===== src/rtl/vx_ifetch_buffer.sv =====
// vx_ifetch_buffer: elastic FIFO between icache response and decode.
// Define VX_IFETCH_BUF_BYPASS_EN to pass an input straight through to decode when the buffer is empty.
module vx_ifetch_buffer #(
    parameter int NUM_WARPS   = 4,
    parameter int NUM_THREADS = 4,
    parameter int DEPTH       = 4,
    localparam int NW_BITS    = (NUM_WARPS > 1) ? $clog2(NUM_WARPS) : 1,
    localparam int CNT_BITS   = $clog2(DEPTH) + 1
) (
    input  logic                   clk_i,
    input  logic                   reset_i,
    input  logic                   flush_i,
    input  logic                   in_valid_i,
    input  logic [NW_BITS-1:0]     in_wid_i,
    input  logic [NUM_THREADS-1:0] in_tmask_i,
    input  logic [31:0]            in_pc_i,
    input  logic [31:0]            in_instr_i,
    output logic                   in_ready_o,
    output logic                   out_valid_o,
    output logic [NW_BITS-1:0]     out_wid_o,
    output logic [NUM_THREADS-1:0] out_tmask_o,
    output logic [31:0]            out_pc_o,
    output logic [31:0]            out_instr_o,
    input  logic                   out_ready_i,
    output logic [CNT_BITS-1:0]    count_o,
    output logic                   busy_o
);
    localparam int AW = $clog2(DEPTH);

    logic [NW_BITS-1:0]     wid_q   [DEPTH];
    logic [NUM_THREADS-1:0] tmask_q [DEPTH];
    logic [31:0]            pc_q    [DEPTH];
    logic [31:0]            instr_q [DEPTH];
    logic [AW-1:0]          rd_q, rd_d, wr_q, wr_d;
    logic [CNT_BITS-1:0]    count_q, count_d;
    logic                   byp, stored_valid, push_st, pop_st;

`ifdef VX_IFETCH_BUF_BYPASS_EN
    assign byp = (count_q == '0) && in_valid_i && out_ready_i && !flush_i && !reset_i;
`else
    assign byp = 1'b0;
`endif

    assign in_ready_o   = !reset_i && !flush_i && (count_q != CNT_BITS'(DEPTH));
    assign stored_valid = (count_q != '0) && !flush_i && !reset_i;
    assign out_valid_o  = byp || stored_valid;
    // A bypassed entry is consumed the same cycle, so it never touches the array.
    assign push_st = in_valid_i && in_ready_o && !byp;
    assign pop_st  = stored_valid && out_ready_i;

    always_comb begin
        out_wid_o   = byp ? in_wid_i   : stored_valid ? wid_q[rd_q]   : '0;
        out_tmask_o = byp ? in_tmask_i : stored_valid ? tmask_q[rd_q] : '0;
        out_pc_o    = byp ? in_pc_i    : stored_valid ? pc_q[rd_q]    : '0;
        out_instr_o = byp ? in_instr_i : stored_valid ? instr_q[rd_q] : '0;
        count_d     = count_q + CNT_BITS'(push_st) - CNT_BITS'(pop_st);
        rd_d        = rd_q + AW'(pop_st);
        wr_d        = wr_q + AW'(push_st);
    end

    assign count_o = count_q;
    assign busy_o  = (count_q != '0) || in_valid_i;

    always_ff @(posedge clk_i) begin
        if (reset_i || flush_i) begin
            count_q <= '0;
            rd_q    <= '0;
            wr_q    <= '0;
        end else begin
            count_q <= count_d;
            rd_q    <= rd_d;
            wr_q    <= wr_d;
        end
        if (push_st) begin
            wid_q[wr_q]   <= in_wid_i;
            tmask_q[wr_q] <= in_tmask_i;
            pc_q[wr_q]    <= in_pc_i;
            instr_q[wr_q] <= in_instr_i;
        end
    end
endmodule


===== config.mk =====
export PLATFORM = sky130hd
export DESIGN_NAME = vx_ifetch_buffer
export DESIGN_NICKNAME = d
export VERILOG_FILES = /design/src/rtl/vx_ifetch_buffer.sv
export SDC_FILE = /design/constraint.sdc
export NUM_CORES = 1
export LEC_CHECK = 0
export ABC_CLOCK_PERIOD_IN_PS = 5930
export BUFFER_PORTS_ARGS = -buffer_cell sky130_fd_sc_hd__buf_2
export CAP_MARGIN = 5
export CORE_MARGIN = 3
export CORE_UTILIZATION = 50
export CTS_BUF_LIST = sky130_fd_sc_hd__clkbuf_2 sky130_fd_sc_hd__clkbuf_4 sky130_fd_sc_hd__clkbuf_8
export DETAILED_ROUTE_END_ITERATION = 10
export PLACE_DENSITY = 0.84
export SLEW_MARGIN = 20
export SYNTH_ARGS = -nofsm -noshare
export SYNTH_HDL_FRONTEND = slang
export SYNTH_SLANG_ARGS = --single-unit

===== constraint.sdc =====
create_clock -name clk_i -period 5.93 [get_ports clk_i]
set_input_delay 0.2965 -clock clk_i [delete_from_list [all_inputs] [get_ports clk_i]]
set_output_delay 0.2965 -clock clk_i [all_outputs]
set_load 0.005 [all_outputs]

==> metrics.txt, run 1 <==
final core utilization=0.636; unrepaired setup endpoints after global routing=false; Yosys warnings=0; Final ANT Viol Nets=0; CP Launch Point=rd_q[0]; CP max-delay cell=dfxtp_4; diode count=0; Congestion Overflow GR=0; Post-Route WL=21,600 um; fin cells=1,042; area share of the largest cell type after synthesis=0.765; Worst path depth=4; Yosys top cell by area=edfxtp_1; Avg WL per Cell=between 20 and 25 um; Synth Register Bits=roughly 290; register-to-register path setup slack=~3.3 ns; Worst Tran Pin Value=1.07 ns; CP endpoint kind=output port; Vias/cell=between 5 and 6; crit path time final=3.33 ns; first-pass GRT wire length=33,900 um; launch point of the worst reg-to-reg path=count_o[1]; CTS Sinks=287; Boundary Pins=around 150; post-synthesis sequential area ratio=0.778; CTS buffer count=between 40 and 50; Syn Inst Count=492; final setup TNS=0 ns; CTS tree=yes; FF-to-FF path depth=8; crit-path leading delay family=flip-flops; Distinct cells, synth=23; Critical path buffers and inverters=2; deepest clock path buffer count=3; crit share post-route=0.562; drt drc=0; # setup viols final=0; Port Buffers=150; FILL cells=1,424; Post-DP Area=12,000 sq um; Syn Nets=570; maximum fanout along the worst path=50; final hold vios=0; status=complete, no violations; clock skew=between 0.01 and 0.015 ns; Leak Pwr=4.95 nW; P per Cell Area=291 nW/um^2; Reg clk slew, reported paths=around 0.060 ns; Iter 0 DRT Violations=~370; maximum VDD drop=0.000167 V; gr usage total=0.182; Post-Syn Area per Cell=22.3 sq um; Startpoint Class=flop; core area=between 20,000 and 25,000 sq um; pin count of the biggest net entering global routing=79; Pwr Total=slightly below 4 mW; post-route setup slack=2.60 ns; maximum clock rate=300 MHz; nets@finish=~800; Critical Path AT=a little over 3 ns; router iterations before antenna repair=4; layout cell share with drive strength beyond 1=0.399; Synth area leaders=edfxtp_1 (77%), mux4_2 (14%), and3_1 (4.0%); max_slew headroom=0.287; Max-Cap Viols=0; initial antenna violation count=0; worst hold margin=0.101 ns; Initial Util=0.516; pre-CTS worst setup slack=2.76 ns; post_cts resized=0; Pins Over Slew Limit=0; Final GP Congestion=0.787; CP max stage delay=roughly 0.99 ns; critical path required time=5.63 ns; Rows=53; post-CTS setup repair buffer count=0; Critical R2R Capture=count_o[2]; critical path class=reg2out; Netlist Area Pre-Place=between 10,000 and 15,000 sq um; insertion delay to the later sink of the worst-skew pair=0.54 ns; vias in the first global route=between 6,000 and 7,000; post-DP HPWL=roughly 12,000 um; end of the critical path=out_wid_o[0]; Placed Cells=~900; die area=23,800 sq um; P&R area growth vs syn=23.3%; Die Ht=roughly 150 um; worst-path cell chain=buf_4 > mux4_2 > and3_1 > buf_2; Die Wd=154 um; root buf cell=clkbuf_8; H-tree depth=2; Vias=5,662; Final Cell Area=13,500 sq um; worst min path class=in2reg
==> cell usage after synthesis, drive strengths merged <==
library cell and count:
ha 2, clkbuf 15, xnor2 4, nor3 1
dfxtp 7, o311ai 1, inv 2, mux2i 1
mux4 70, or2 2, nor3b 2, xor2 1
nand3 3, or3b 1, buf 17, edfxtp 280
and3 71, fa 1, and2 5, nand2 1
or3 1, nor2 4
==> cell families (layout without fill, tap and decap cells) <==
| kind of cell | count (synthesis) | count (layout) | share of synthesized area |
|---|---|---|---|
| muxes | 71 | 71 | 0.144 |
| and+or+nand+nor | 91 | 91 | 0.0507 |
| AOI/OAI and AO/OA | 1 | 1 | 0.000797 |
| buffers and inverters | 34 | 309 | 0.0181 |
| DFF | 287 | 287 | 0.778 |
| xor gates and xnor gates | 5 | 5 | 0.00399 |
| adders and majority gates | 3 | 3 | 0.00410 |
==> sequential cells by signal (all words and copies together) (netlist names) <==
name / count
wr_q: 2
tmask_q: 16
count_o: 3
pc_q: 128
rd_q: 2
wid_q: 8
instr_q: 128
==> per-layer routing <==
metal | global-route usage | wire [um] | vias to the layer above
met5 | 0 | 0 | -
met2 | 0.297 | 10900 | 208
met3 | 0.0467 | 1580 | 30
met4 | 0.0526 | 348 | 0
li1 | - | - | 2549
met1 | 0.249 | 8760 | 2875
==> where the power goes <==
part	internal, mW	switching (mW)
clock network	0.851	0.701
registers	2.24	0.00653
logic	0.0729	0.0662
total	3.17	0.774
==> final cells by class <==
cell class / count / area (sq um) / area share
clock buffers: 66 / 790 / 0.0583
clock inverters: 16 / 68.8 / 0.00508
inverters: 2 / 7.51 / 0.000554
multi-input cells: 171 / 2290 / 0.169
flip-flops and latches: 287 / 8560 / 0.632
well taps: 275 / 344 / 0.0254
repair buffers: 225 / 1490 / 0.110
==> cells in the final DEF, fill, tap and decap left out, drive strengths merged <==
cell type    count
buf            155
nor2             4
ha               2
and2             5
clkbuf          66
or2              2
nand2            1
inv              2
mux2i            1
mux4            70
clkinv          15
or3b             1
edfxtp         280
nand3            3
xnor2            4
and3            71
nor3             1
dlygate4sd3     70
dfxtp            7
clkinvlp         1
nor3b            2
fa               1
o311ai           1
or3              1
xor2             1
==> worst min-delay path, delay by kind of cell <==
kind / cells / cell delay (ns)
buf+inv: 1 / 0.11
simple gates: 2 / 0.19
==> repair_timing <==
| action | in CTS | in global routing |
|---|---|---|
| setup endpoints to repair | 0 | 0 |
| hold buffers | 70 | 0 |
| hold endpoints to repair | 280 | 0 |
==> how the worst min path moves through the flow <==
stage | cells after the start | end | startpoint
after floorplan | 0 | instr_q[0][0] | in_instr_i[0]
after global placement | 1 | instr_q[0][11] | in_instr_i[11]
after detailed placement | 1 | pc_q[1][20] | in_pc_i[20]
after CTS | 3 | rd_q[1] | reset_i
after global routing | 3 | rd_q[1] | reset_i
final | 3 | rd_q[1] | reset_i
No activity file was read; power rests on OpenSTA's default activity.
==> run 2, diff against run 1 <==
ABC_CLOCK_PERIOD_IN_PS = 3100   (was 5930)
PLACE_DENSITY = 0.81   (was 0.84)
clock period = 3.1 ns   (was 5.93 ns; I/O delays follow)
==> run 2 against run 1 <==
Highest routed layer is now met5. Total power increased by 88%. Routed wire length grew 2.5%. Largest cell class unchanged. Non-clock buffer count grew 9. Via count grew 2.1%. Final cell count rose by 0.48%. Global-route usage up 0.50 points. Critical endpoint is now out_tmask_o[3]. Final area grew 0.63%.
==> metrics.txt, run 2 (same netlist as run 1, synthesis figures left out) <==
CP max-delay cell=dfxtp_4; Critical Path AT=2.49 ns (-0.55 ns); Comb pwr share=0.037 (+0.002); worst min path class=in2reg; first-pass GRT wire length=34,600 um (+2.1%); pre-CTS worst setup slack=0.537 ns (-2.23 ns); Switching Fraction=0.197 (+0.000579); Max-Cap Viols=0 (unchanged); vias in the first global route=6,414 (+6.0%); critical path required time=2.94 ns (-2.69 ns); Vias=5,783 (+2.1%); crit path time final=2.65 ns; status=complete, no violations; # setup viols final=0 (unchanged); Avg WL per Cell=21.2 um (+2.1%); die area=23,800 sq um (unchanged); CTS buffer count=43 (-4.4%); Port Buffers=150 (unchanged); Leak Pwr=4.97 nW (+0.51%); worst-path cell chain=buf_4 > mux4_2 > and3_1 > buf_2; Final ANT Viol Nets=0 (unchanged); pin count of the biggest net entering global routing=78 (-1.3%); biggest regs=instr_q (128), pc_q (128), tmask_q (16); Worst Min Path Start=flush_i; CP max stage delay=0.69 ns (-0.30 ns); final core utilization=0.640 (+0.00400); Pins Over Slew Limit=0 (unchanged); Reg clk slew, reported paths=0.06 ns (about the same); initial antenna violation count=2 (+2); clock skew=0.0235 ns (+0.0113 ns); drt drc=0 (unchanged); CTS Sinks=287 (unchanged); H-tree depth=2 (unchanged); CP Launch Point=rd_q[0]; Initial Util=0.516 (unchanged); Post-Route WL=22,200 um (+2.5%); Die Ht=154 um (unchanged); router iterations before antenna repair=4 (unchanged); Final GP Congestion=0.750 (-4.7%); critical path class=reg2out; Vias/cell=5.52 (+1.6%); Placed Cells=895 (+0.56%); insertion delay to the later sink of the worst-skew pair=0.53 ns (about the same); Worst Tran Pin Value=0.695 ns (-0.374 ns); register-to-register path setup slack=0.52 ns (-2.79 ns); most frequent cells in the layout=edfxtp_1 (280), buf_2 (150), dlygate4sd3_1 (73); Startpoint Class=flop; layout cell share with drive strength beyond 1=0.389 (-0.00985); final setup TNS=0 ns (unchanged); fin cells=1,047 (+0.48%); max_slew headroom=0.537 (+0.249); maximum fanout along the worst path=23 (-54%); maximum clock rate=378 MHz; Iter 0 DRT Violations=276 (-26%); P per Cell Area=543 nW/um^2 (+87%); root buf cell=clkbuf_8; nets@finish=817 (+0.86%); Power Internal=5.95 mW (+88%); Boundary Pins=151 (unchanged); Die Wd=154 um (unchanged); maximum VDD drop=0.000320 V (+91%); gr usage total=0.188 (+0.00504); Rows=53 (unchanged); CP endpoint kind=output port; Pwr Total=7.40 mW (+88%); CTS tree=yes; final hold vios=0 (unchanged); P&R area growth vs syn=24.1%; launch point of the worst reg-to-reg path=count_o[2]; unrepaired setup endpoints after global routing=false; Seq pwr share=0.581 (+0.010); Net Sw Power=1.46 mW (+88%); post-route setup slack=0.453 ns (-2.14 ns); deepest clock path buffer count=3 (unchanged); core area=21,300 sq um (unchanged); Congestion Overflow GR=0 (unchanged); crit share post-route=0.854; commonest non-fill, non-tap cell in the layout=edfxtp_1; clock network power share=0.382 (-0.012)
[run 2: changes by cell type in the layout (fill, tap and decap cells not counted), moves of 2 or more]
cell,previous run,this run
buf_12,0,4
clkbuf_4,19,7
dlygate4sd3_1,70,73
clkbuf_8,47,45
clkinv_2,4,6
clkinv_1,11,18
[run 2: final timing paths]
kind                     to  depth (start not counted)
max reg2reg      count_o[2]                          9
min reg2reg      count_o[2]                          2
min                 rd_q[0]                          5
max          out_tmask_o[3]                          4
[run 2: final cells by class]
| cell class | instances | area (sq um) |
|---|---|---|
| Sequential cell | 287 | 8560 |
| Fill cell | 1417 | 7650 |
| Multi-Input combinational cell | 171 | 2290 |
| Timing Repair Buffer | 234 | 1630 |
| Clock buffer | 52 | 672 |
| Tap cell | 275 | 344 |
| Clock inverter | 25 | 128 |
| Inverter | 2 | 7.51 |
| Antenna cell | 1 | 2.50 |
[run 2: what timing repair did]
action	4_1_cts	5_1_grt
hold endpoints to repair	284	0
setup buffers	0	0
resized for setup	0	0
hold buffers	73	0
[run 2: metrics by stage]
step	area, sq um	hold WS [ns]
floorplan	11000	0.254
global placement	12100	0.364
detailed placement	12100	0.370
CTS	13600	0.345
global route	13600	0.347
finish	13600	0.378
[run 2: worst max-delay path: cells and delay by family, from the launching register on]
kind | cells | cell delay, ns
simple gates | 1 | 0.20
mux | 1 | 0.56
buf+inv | 2 | 0.50
flops | 1 | 0.69
[run 2: layer usage]
metal / track usage / part of all wire / vias up
met1: 0.241 / 0.39 / 2902
met5: 0 / 0.00059 / -
li1: - / - / 2555
met3: 0.0445 / 0.074 / 57
met2: 0.309 / 0.51 / 267
met4: 0.0820 / 0.030 / 2
[run 2: power by group through the flow]
stage	Combinational (mW)	Sequential, mW	Clock [mW]
final	0.273	4.30	2.83
after CTS	0.274	4.30	2.90
after global placement	0.184	4.38	0
after detailed placement	0.198	4.38	0
after floorplan	0.0827	4.38	0
after global routing	0.297	4.30	3.11
==> run 3, diff against run 2 <==
BUFFER_PORTS_ARGS = -buffer_cell sky130_fd_sc_hd__buf_4   (was -buffer_cell sky130_fd_sc_hd__buf_2)
SLEW_MARGIN = unset   (was 20)
==> run 3 against run 2 <==
Non-clock buffer count decreased by 1. Clock skew decreased by 0.011 ns. Die area unchanged. Final cell count about the same. Combinational power increased by 14%. Critical path type is now reg2reg. Critical endpoint is now count_o[2]. Clock power increased by 3%. Global-route usage increased by 0.30 points.
==> metrics.txt, run 3 (same netlist as run 1, synthesis figures left out) <==
crit-path leading delay family=simple AND/OR/NAND/NOR gates; drt drc=0 (unchanged); Switching Fraction=0.197 (-0.000372); Leak Pwr=5.04 nW (+1.3%); # setup viols final=0 (unchanged); Critical Path AT=3.00 ns (+0.51 ns); post-DP HPWL=12,400 um; biggest regs=instr_q (128), pc_q (128), tmask_q (16); diode count=0 (-1); CP max stage delay=0.41 ns (-0.28 ns); vias in the first global route=6,245 (-2.6%); clock skew=0.0130 ns (-0.0105 ns); Boundary Pins=151 (unchanged); Power Internal=6.05 mW (+1.8%); critical path class=reg2reg; Initial Util=0.516 (unchanged); final hold vios=0 (unchanged); Worst Tran Pin Value=1.10 ns (+0.404 ns); core area=21,300 sq um (unchanged); hold path endpoint=instr_q[3][17]; layout cell share with drive strength beyond 1=0.393 (+0.00389); maximum clock rate=389 MHz (+2.9%); Pwr Total=7.53 mW (+1.7%); nets@finish=817 (unchanged); FF-to-FF path depth=9 (unchanged); crit path time final=2.57 ns (-0.0745 ns); clock network power share=0.388 (+0.006); most frequent cells in the layout=edfxtp_1 (280), buf_4 (152), dlygate4sd3_1 (73); CTS tree=yes; root buf cell=clkbuf_8; Net Sw Power=1.48 mW (+1.5%); Congestion Overflow GR=0 (unchanged); P&R area growth vs syn=27.9%; Rows=53 (unchanged); Reg clk slew, reported paths=0.06 ns (about the same); CP max-delay cell=fa_1; Sequential Area=8560 sq um (unchanged); Placed Cells=895 (unchanged); commonest non-fill, non-tap cell in the layout=edfxtp_1; gr usage total=0.190 (+0.00299); Pins Over Slew Limit=0 (unchanged); Comb pwr share=0.041 (+0.004); Seq pwr share=0.571 (-0.010); pin count of the biggest net entering global routing=78 (unchanged); Avg WL per Cell=21.5 um (+1.8%); launch point of the worst reg-to-reg path=count_o[2]; Die Wd=154 um (unchanged); router iterations before antenna repair=5 (+1); CTS buffer count=44 (+2.3%); P per Cell Area=536 nW/um^2 (-1.3%); maximum fanout along the worst path=5 (-78%); Worst Min Path Start=in_instr_i[17]; first-pass GRT wire length=35,300 um (+2.1%); CTS Sinks=287 (unchanged); deepest clock path buffer count=3 (unchanged); H-tree depth=2 (unchanged); Vias=5,769 (-0.24%); Iter 0 DRT Violations=381 (+38%); critical path required time=3.53 ns (+0.59 ns); cell repeated most along the worst path=xnor2_1; initial antenna violation count=0 (-2); worst-path cell chain=or3b_1 > nand3_1 > inv_1 > xnor2_1 > ha_1 > fa_1 > xnor2_1 > xnor2_1 > nor2_1; final setup TNS=0 ns (unchanged); Post-Route WL=22,500 um (+1.7%); FILL cells=1,367 (-3.5%); Startpoint Class=flop; Final ANT Viol Nets=0 (unchanged); max_slew headroom=0.268 (-0.269); crit share post-route=0.830 (-0.0240); Max-Cap Viols=0 (unchanged); Post-DP Area=12,500 sq um (+3.5%); unrepaired setup endpoints after global routing=false; area of the multi-input gates=2290 sq um (unchanged); Final Cell Area=14,100 sq um (+3.1%); fin cells=1,046 (-0.096%); worst min path class=in2reg; hold depth=2 (-3); status=complete, no violations; Critical path buffers and inverters=1 (-1); register-to-register path setup slack=0.53 ns (about the same); Port Buffers=150 (unchanged); maximum VDD drop=0.000377 V (+18%); CP Launch Point=count_o[2]; Final GP Congestion=0.724 (-3.6%); Critical R2R Capture=count_o[2]; Die Ht=154 um (unchanged); CP endpoint kind=flop; insertion delay to the later sink of the worst-skew pair=0.53 ns (about the same); Vias/cell=5.52 (-0.15%); die area=23,800 sq um (unchanged)
-- run 3: how the worst max path moves through the flow --
stage / endpoint / slack (ns) / depth (start not counted)
6_report: count_o[2] / 0.53 / 9
5_1_grt: count_o[2] / 0.31 / 9
4_1_cts: out_tmask_o[1] / 0.44 / 4
3_5_place_dp: count_o[2] / 0.55 / 9
3_3_place_gp: count_o[2] / 0.63 / 10
2_1_floorplan: instr_q[3][0] / -0.03 / 4
-- run 3: power groups by stage --
stage                     Sequential [mW]  Combinational, mW  Clock (mW)
after floorplan                      4.38             0.0827           0
after global placement               4.38              0.217           0
after detailed placement             4.38              0.231           0
after CTS                            4.30              0.310        2.98
after global routing                 4.30              0.334        3.17
final                                4.30              0.310        2.92
-- run 3: stage by stage --
stage / util / hold WS (ns) / setup slack [ns]
floorplan: - / 0.254 / -0.0263
global placement: 0.587 / 0.354 / 0.627
detailed placement: 0.587 / 0.357 / 0.553
CTS: 0.660 / 0.329 / 0.444
global route: 0.660 / 0.340 / 0.306
finish: 0.660 / 0.362 / 0.528
-- run 3: layout make-up --
type / count / area share
well taps: 275 / 0.0245
clock inverters: 20 / 0.00792
flip-flops and latches: 287 / 0.609
repair buffers: 233 / 0.145
multi-input cells: 171 / 0.163
inverters: 2 / 0.000534
clock buffers: 58 / 0.0510
-- run 3: timing repair --
| item | in CTS | in global routing |
|---|---|---|
| setup buffers | 0 | 0 |
| hold endpoints to repair | 284 | 0 |
| resized for setup | 0 | 0 |
| hold buffers | 73 | 0 |
| setup endpoints to repair | 0 | 0 |
-- run 3: metal layers --
metal  global-route usage  wire [um]  up-vias  share of wire
li1                     -          -     2551              -
met1                0.245       8890     2950           0.39
met2                0.325      11700      220           0.52
met3               0.0425       1400       48          0.062
met4               0.0643        545        0          0.024
met5                    0          0        -              0
